### src/rtl/vga_timing_pkg.sv
// Default 640x480@60 raster constants and the board-to-pixel clock ratio.
package vga_timing_pkg;
   localparam int VGA_CW       = 12;
   localparam int VGA_H_ACTIVE = 640;
   localparam int VGA_H_FP     = 16;
   localparam int VGA_H_SYNC   = 96;
   localparam int VGA_H_BP     = 48;
   localparam int VGA_V_ACTIVE = 480;
   localparam int VGA_V_FP     = 10;
   localparam int VGA_V_SYNC   = 2;
   localparam int VGA_V_BP     = 33;
   localparam bit VGA_HSYNC_POL = 1'b0;
   localparam bit VGA_VSYNC_POL = 1'b0;

   localparam int VGA_SYS_CLK_HZ     = 100_000_000;
   localparam int VGA_PIX_CLK_HZ     = 25_000_000;
   localparam int VGA_CLKS_PER_PIXEL = VGA_SYS_CLK_HZ / VGA_PIX_CLK_HZ;

   function automatic int axis_total(input int active, input int fp, input int sync, input int bp);
      return active + fp + sync + bp;
   endfunction
endpackage

### src/rtl/vga_timing_gen_axis.sv
// One raster axis: wraps 0..TOTAL-1 on step; wrap/sync/active decodes are
// combinational from the registered count, so they describe the current position.
module timing_axis_counter
   import vga_timing_pkg::*;
#(
   parameter int CW     = VGA_CW,
   parameter int ACTIVE = VGA_H_ACTIVE,
   parameter int FP     = VGA_H_FP,
   parameter int SYNC   = VGA_H_SYNC,
   parameter int BP     = VGA_H_BP
) (
   input  logic          clk,
   input  logic          reset,
   input  logic          step,
   output logic [CW-1:0] count,
   output logic          wrap,
   output logic          in_sync,
   output logic          in_active
);
   localparam int TOTAL = axis_total(ACTIVE, FP, SYNC, BP);
   localparam logic [CW-1:0] LAST    = CW'(TOTAL - 1);
   localparam logic [CW-1:0] SYNC_LO = CW'(ACTIVE + FP);
   localparam logic [CW-1:0] SYNC_HI = CW'(ACTIVE + FP + SYNC - 1);
   localparam logic [CW-1:0] ACT_END = CW'(ACTIVE);

   if (CW < 1 || CW > 30 || TOTAL > (1 << CW)) begin : g_cw_chk
      $error("timing_axis_counter: CW too narrow for axis total");
   end

   logic [CW-1:0] count_q, count_d;

   always_comb begin
      count_d = count_q;
      if (step) count_d = (count_q == LAST) ? '0 : count_q + CW'(1);
   end

   always_ff @(posedge clk or negedge reset) begin
      if (!reset) count_q <= '0;
      else        count_q <= count_d;
   end

   assign count     = count_q;
   assign wrap      = step & (count_q == LAST);
   assign in_sync   = (count_q >= SYNC_LO) & (count_q <= SYNC_HI);
   assign in_active = count_q < ACT_END;
endmodule

### src/rtl/vga_timing_gen.sv
// Full H/V raster timing: prescaler, position counters, syncs, video_on and strobes.
// Sync/video/frame outputs lag the counters by one clk; en=0 freezes everything.
module vga_timing_gen
   import vga_timing_pkg::*;
#(
   parameter int CLKS_PER_PIXEL = VGA_CLKS_PER_PIXEL,
   parameter int CW             = VGA_CW,
   parameter int H_ACTIVE       = VGA_H_ACTIVE,
   parameter int H_FP           = VGA_H_FP,
   parameter int H_SYNC         = VGA_H_SYNC,
   parameter int H_BP           = VGA_H_BP,
   parameter int V_ACTIVE       = VGA_V_ACTIVE,
   parameter int V_FP           = VGA_V_FP,
   parameter int V_SYNC         = VGA_V_SYNC,
   parameter int V_BP           = VGA_V_BP,
   parameter bit HSYNC_POL      = VGA_HSYNC_POL,
   parameter bit VSYNC_POL      = VGA_VSYNC_POL
) (
   input  logic          clk,
   input  logic          reset,
   input  logic          en,
   output logic [CW-1:0] h_count,
   output logic [CW-1:0] v_count,
   output logic          pixel_tick,
   output logic          hsync,
   output logic          vsync,
   output logic          video_on,
   output logic          line_end,
   output logic          frame_start
);
   localparam int PW = (CLKS_PER_PIXEL > 1) ? $clog2(CLKS_PER_PIXEL) : 1;
   localparam logic [PW-1:0] PRE_LAST = PW'(CLKS_PER_PIXEL - 1);

   if (CLKS_PER_PIXEL < 1) begin : g_cpp_chk
      $error("vga_timing_gen: CLKS_PER_PIXEL must be >= 1");
   end

   logic [PW-1:0] pre_q, pre_d;
   logic hsync_q, hsync_d, vsync_q, vsync_d;
   logic video_on_q, video_on_d, frame_start_q, frame_start_d;
   logic pending_q, pending_d;
   logic h_in_sync, h_in_active, v_in_sync, v_in_active, v_wrap;

   assign pixel_tick = en & (pre_q == PRE_LAST);

   timing_axis_counter #(
      .CW(CW), .ACTIVE(H_ACTIVE), .FP(H_FP), .SYNC(H_SYNC), .BP(H_BP)
   ) u_h_axis (
      .clk(clk), .reset(reset), .step(pixel_tick), .count(h_count),
      .wrap(line_end), .in_sync(h_in_sync), .in_active(h_in_active)
   );

   timing_axis_counter #(
      .CW(CW), .ACTIVE(V_ACTIVE), .FP(V_FP), .SYNC(V_SYNC), .BP(V_BP)
   ) u_v_axis (
      .clk(clk), .reset(reset), .step(line_end), .count(v_count),
      .wrap(v_wrap), .in_sync(v_in_sync), .in_active(v_in_active)
   );

   // pending marks "sitting at (0,0) and not yet announced"; armed by reset and frame wrap.
   always_comb begin
      pre_d         = pre_q;
      hsync_d       = hsync_q;
      vsync_d       = vsync_q;
      video_on_d    = video_on_q;
      frame_start_d = 1'b0;
      pending_d     = pending_q;
      if (en) begin
         pre_d         = (pre_q == PRE_LAST) ? '0 : pre_q + PW'(1);
         hsync_d       = h_in_sync ? HSYNC_POL : ~HSYNC_POL;
         vsync_d       = v_in_sync ? VSYNC_POL : ~VSYNC_POL;
         video_on_d    = h_in_active & v_in_active;
         frame_start_d = pending_q & (pre_q == '0);
         if (frame_start_d) pending_d = 1'b0;
      end
      if (v_wrap) pending_d = 1'b1;
   end

   always_ff @(posedge clk or negedge reset) begin
      if (!reset) begin
         pre_q         <= '0;
         hsync_q       <= ~HSYNC_POL;
         vsync_q       <= ~VSYNC_POL;
         video_on_q    <= 1'b0;
         frame_start_q <= 1'b0;
         pending_q     <= 1'b1;
      end else begin
         pre_q         <= pre_d;
         hsync_q       <= hsync_d;
         vsync_q       <= vsync_d;
         video_on_q    <= video_on_d;
         frame_start_q <= frame_start_d;
         pending_q     <= pending_d;
      end
   end

   assign hsync       = hsync_q;
   assign vsync       = vsync_q;
   assign video_on    = video_on_q;
   assign frame_start = frame_start_q;
endmodule
### config.mk
export PLATFORM = sky130hd
export DESIGN_NAME = vga_timing_gen
export DESIGN_NICKNAME = d
export VERILOG_FILES = /design/src/rtl/vga_timing_pkg.sv /design/src/rtl/vga_timing_gen_axis.sv /design/src/rtl/vga_timing_gen.sv
export SDC_FILE = /design/constraint.sdc
export NUM_CORES = 1
export LEC_CHECK = 0
export CAP_MARGIN = 40
export CORE_MARGIN = 10
export CORE_UTILIZATION = 47
export CTS_BUF_LIST = sky130_fd_sc_hd__clkbuf_8 sky130_fd_sc_hd__clkbuf_16
export CTS_CLUSTER_SIZE = 10
export DETAILED_ROUTE_END_ITERATION = 16
export PLACE_DENSITY = 0.85
export SLEW_MARGIN = 20
export SYNTH_ARGS = -nofsm -noshare
export SYNTH_HDL_FRONTEND = slang
export SYNTH_SLANG_ARGS = --single-unit
### constraint.sdc
create_clock -name clk -period 2.05 [get_ports clk]
set_input_delay 0.3075 -clock clk [delete_from_list [all_inputs] [get_ports clk]]
set_output_delay 0.3075 -clock clk [all_outputs]
set_load 0.02 [all_outputs]
==> flow_summary.ini <==
[yosys]
synth_area_leader_cell = dfrtp_1
ys_seq_elements = 31
syn_inst = 168
syn_avg_cell_area_um2 = 9.69
synthArstFlopShare_pct = 100
synth_ff_type = dfrtp_1
synth.area.top_cells = dfrtp_1 43%, xor2_1 5.4%, dfstp_2 4.8%
synth_top_area_share_pct = 43.0
syn_nets = 177
synth_edf_count = 0
yosysUniqueCellTypes = 34
ys_warn_count = 0
synth_seq_area_share_pct = 47.9
synth_area_um2 = 1630

[worst_setup_path]
critPathKind = reg -> reg
regToRegEndpoint = u_v_axis.count[9]
r2r-start = u_h_axis.count[6]
cp.arrival_ns = 2.07
cp_common_cell = buf_4
crit_slowest_cell = or4b_1
path_max_fanout = 15
start_kind = flop
r2r_slack_ns = 0.17
r2r_cells = 6
path_cells = nor4_1 -> buf_4 -> nand4_2 -> buf_4 -> or4b_1 -> o21ai_0
end_kind = flop
cp.required_ns = 2.24
slowest_delay_ns = 0.51

[routing]
routed_wirelength_um = 3990
drtPass1Iterations = 4
drc = 0
route.antenna.remaining_nets = 0
vias = 1413
viasPerCell = 5.35
wl_per_cell_um = 15.1
dr.first_iter.drc_count = 131

[global_route]
grt_overflow = 0
track_usage_pct = 13.6
grt_pass1_vias = 1440
grt_pass1_wl_um = 6810
grt_max_degree = 32
antenna_found_initial = 0

[sta]
worst_pin_slew_ns = 0.448
fin_skew_ns = 0.00906
slew_viol_final = 0
whs_ns = 0.408
finalHoldViolCount = 0
fmax_mhz = 532
rsz0062_at_grt = no
post-route-min-period_ns = 1.88
slew_headroom_pct = 69.9
fin_ws_ns = 0.171
finalSetupViolations = 0
period_share_pct = 91.6

[floorplanning]
dieArea_um2 = 6220
initial_core_util_pct = 48.8
die_w_um = 78.9
fp.coreArea_um2 = 3340
io_pins = 33
rows = 21
die_h_um = 78.9

[pwr]
p_clk_share_pct = 31.4
p_per_area_nw_per_um2 = 705
p_comb_share_pct = 21.5
ir_drop_v = 0.000358
p_leak_nw = 0.986
internal-power_mw = 1.08
p_seq_share_pct = 47.1
p_sw_mw = 0.460
switching_share_pct = 29.8

[job]
cap_viol_max_count = 0

[status]
status = complete, no violations

[cells_and_area]
num_antenna_cells = 0
stdcell_count = 264
multi_input_area_um2 = 785
drive_gt1_share_pct = 15.6
postLayoutCellArea_um2 = 2180
final_cell_mix = 30 x clkdlybuf4s50_1, 28 x dfrtp_1, 16 x buf_4, 15 x nand2_1, 14 x o21ai_0
area_delta_synth_final_pct = 34.2
register_area_um2 = 779
finalNetCount = 226
nFillCells = 271
layout_commonest_cell = clkdlybuf4s50_1

[clock_network]
cts_max_level = 2
clk_latency_ns = 0.28
clk_pin_slew_worst_paths_ns = 0.07
cts_setup_buffers = 0
cts_tree = built
cts-root-buf = clkbuf_8
cts.sinks = 31
clk_path_buf_depth = 2
cts_inserted_buffers = 5

[placement]
hpwlAfterDp_um = 2920
portBuffers = 32
dp_cells = 256
gp_congestion = 0.884
dpl_cell_area_um2 = 2100
pre_cts_slack_ns = -0.117

[worst_hold_path]
hold_path_class = in -> async
Yosys cell counts, types with 2 or more instances:
cell       n
and3_1     5
and2_1     3
and4bb_2   2
dfstp_2    3
inv_1     10
and4_1     2
o21ai_0   14
ha_1       6
nand4_2    2
buf_2      3
dfrtp_1   28
nor3_1     8
nor2_1    11
nand4_1    4
a21oi_1    3
xnor2_1    6
nand2_1   15
o21a_1     2
nor4_1     2
nand3_1   12
clkbuf_1   3
xor2_1    10
a31oi_1    3
power by group through the flow:
stage | Clock [mW] | Combinational, mW | Sequential (mW)
floorplan | 0 | 0.152 | 0.768
global placement | 0 | 0.323 | 0.733
detailed placement | 0 | 0.335 | 0.736
CTS | 0.496 | 0.336 | 0.725
global route | 0.529 | 0.376 | 0.735
finish | 0.483 | 0.332 | 0.726
cells by family (layout without fill, tap and decap cells):
logic type | Yosys count | after routing | share of synthesized area [%]
adders and majority gates | 6 | 6 | 4.61
buffers and inverters | 16 | 66 | 3.92
AOI/OAI and AO/OA | 24 | 24 | 8.30
muxes | 1 | 1 | 0.615
DFF | 31 | 31 | 47.9
xor gates and xnor gates | 16 | 16 | 8.61
and+or+nand+nor | 74 | 74 | 26.1
final cells by class:
type / instances / area share (%)
Multi-Input combinational cell: 121 / 35.9
Sequential cell: 31 / 35.7
Timing Repair Buffer: 48 / 19.9
Clock buffer: 6 / 3.78
Tap cell: 46 / 2.63
Inverter: 10 / 1.72
Clock inverter: 2 / 0.401
flip-flops by register name, indices dropped and copies added (netlist names):
| name | count |
|---|---|
| pending_q | 1 |
| frame_start | 1 |
| vsync | 1 |
| hsync | 1 |
| video_on | 1 |
| pre_q | 2 |
| u_v_axis.count | 12 |
| u_h_axis.count | 12 |
through the flow:
step | utilization [%] | total power, mW | setup TNS, ns
finish | 65.5 | 1.54 | 0
global route | 65.5 | 1.64 | 0
CTS | 65.6 | 1.56 | 0
detailed placement | 62.9 | 1.07 | -0.117
global placement | 62.9 | 1.06 | -0.112
floorplan | - | 0.920 | 0
worst max-delay path by stage:
stage	depth (start not counted)	end	from	slack (ns)
2_1_floorplan	6	u_v_axis.count[9]	u_v_axis.count[0]	0.28
3_3_place_gp	5	line_end	en	-0.11
3_5_place_dp	5	line_end	en	-0.12
4_1_cts	5	line_end	u_h_axis.count[6]	0.04
5_1_grt	6	u_v_axis.count[9]	u_h_axis.count[6]	0.08
6_report	6	u_v_axis.count[9]	u_h_axis.count[6]	0.17
worst max-delay path, delay by kind of cell, from the launching register on:
family	cells	cell delay, ns
simple gates	3	0.93
buf+inv	2	0.39
flops	1	0.37
compound gates	1	0.11
routing by layer:
metal	track usage [%]	wire length [um]	vias up
li1	-	-	684
met1	15.7	1690	662
met2	21.1	1810	64
met3	7.66	454	3
met4	3.76	35	0
met5	0	0	-
what timing repair did:
| action | 4_1_cts | 5_1_grt |
|---|---|---|
| resized for setup | 2 | 2 |
| hold buffers | 0 | 0 |
| setup endpoints to repair | 2 | 1 |
| pin swaps | 0 | 0 |
Power figures use the tool's default switching activity.
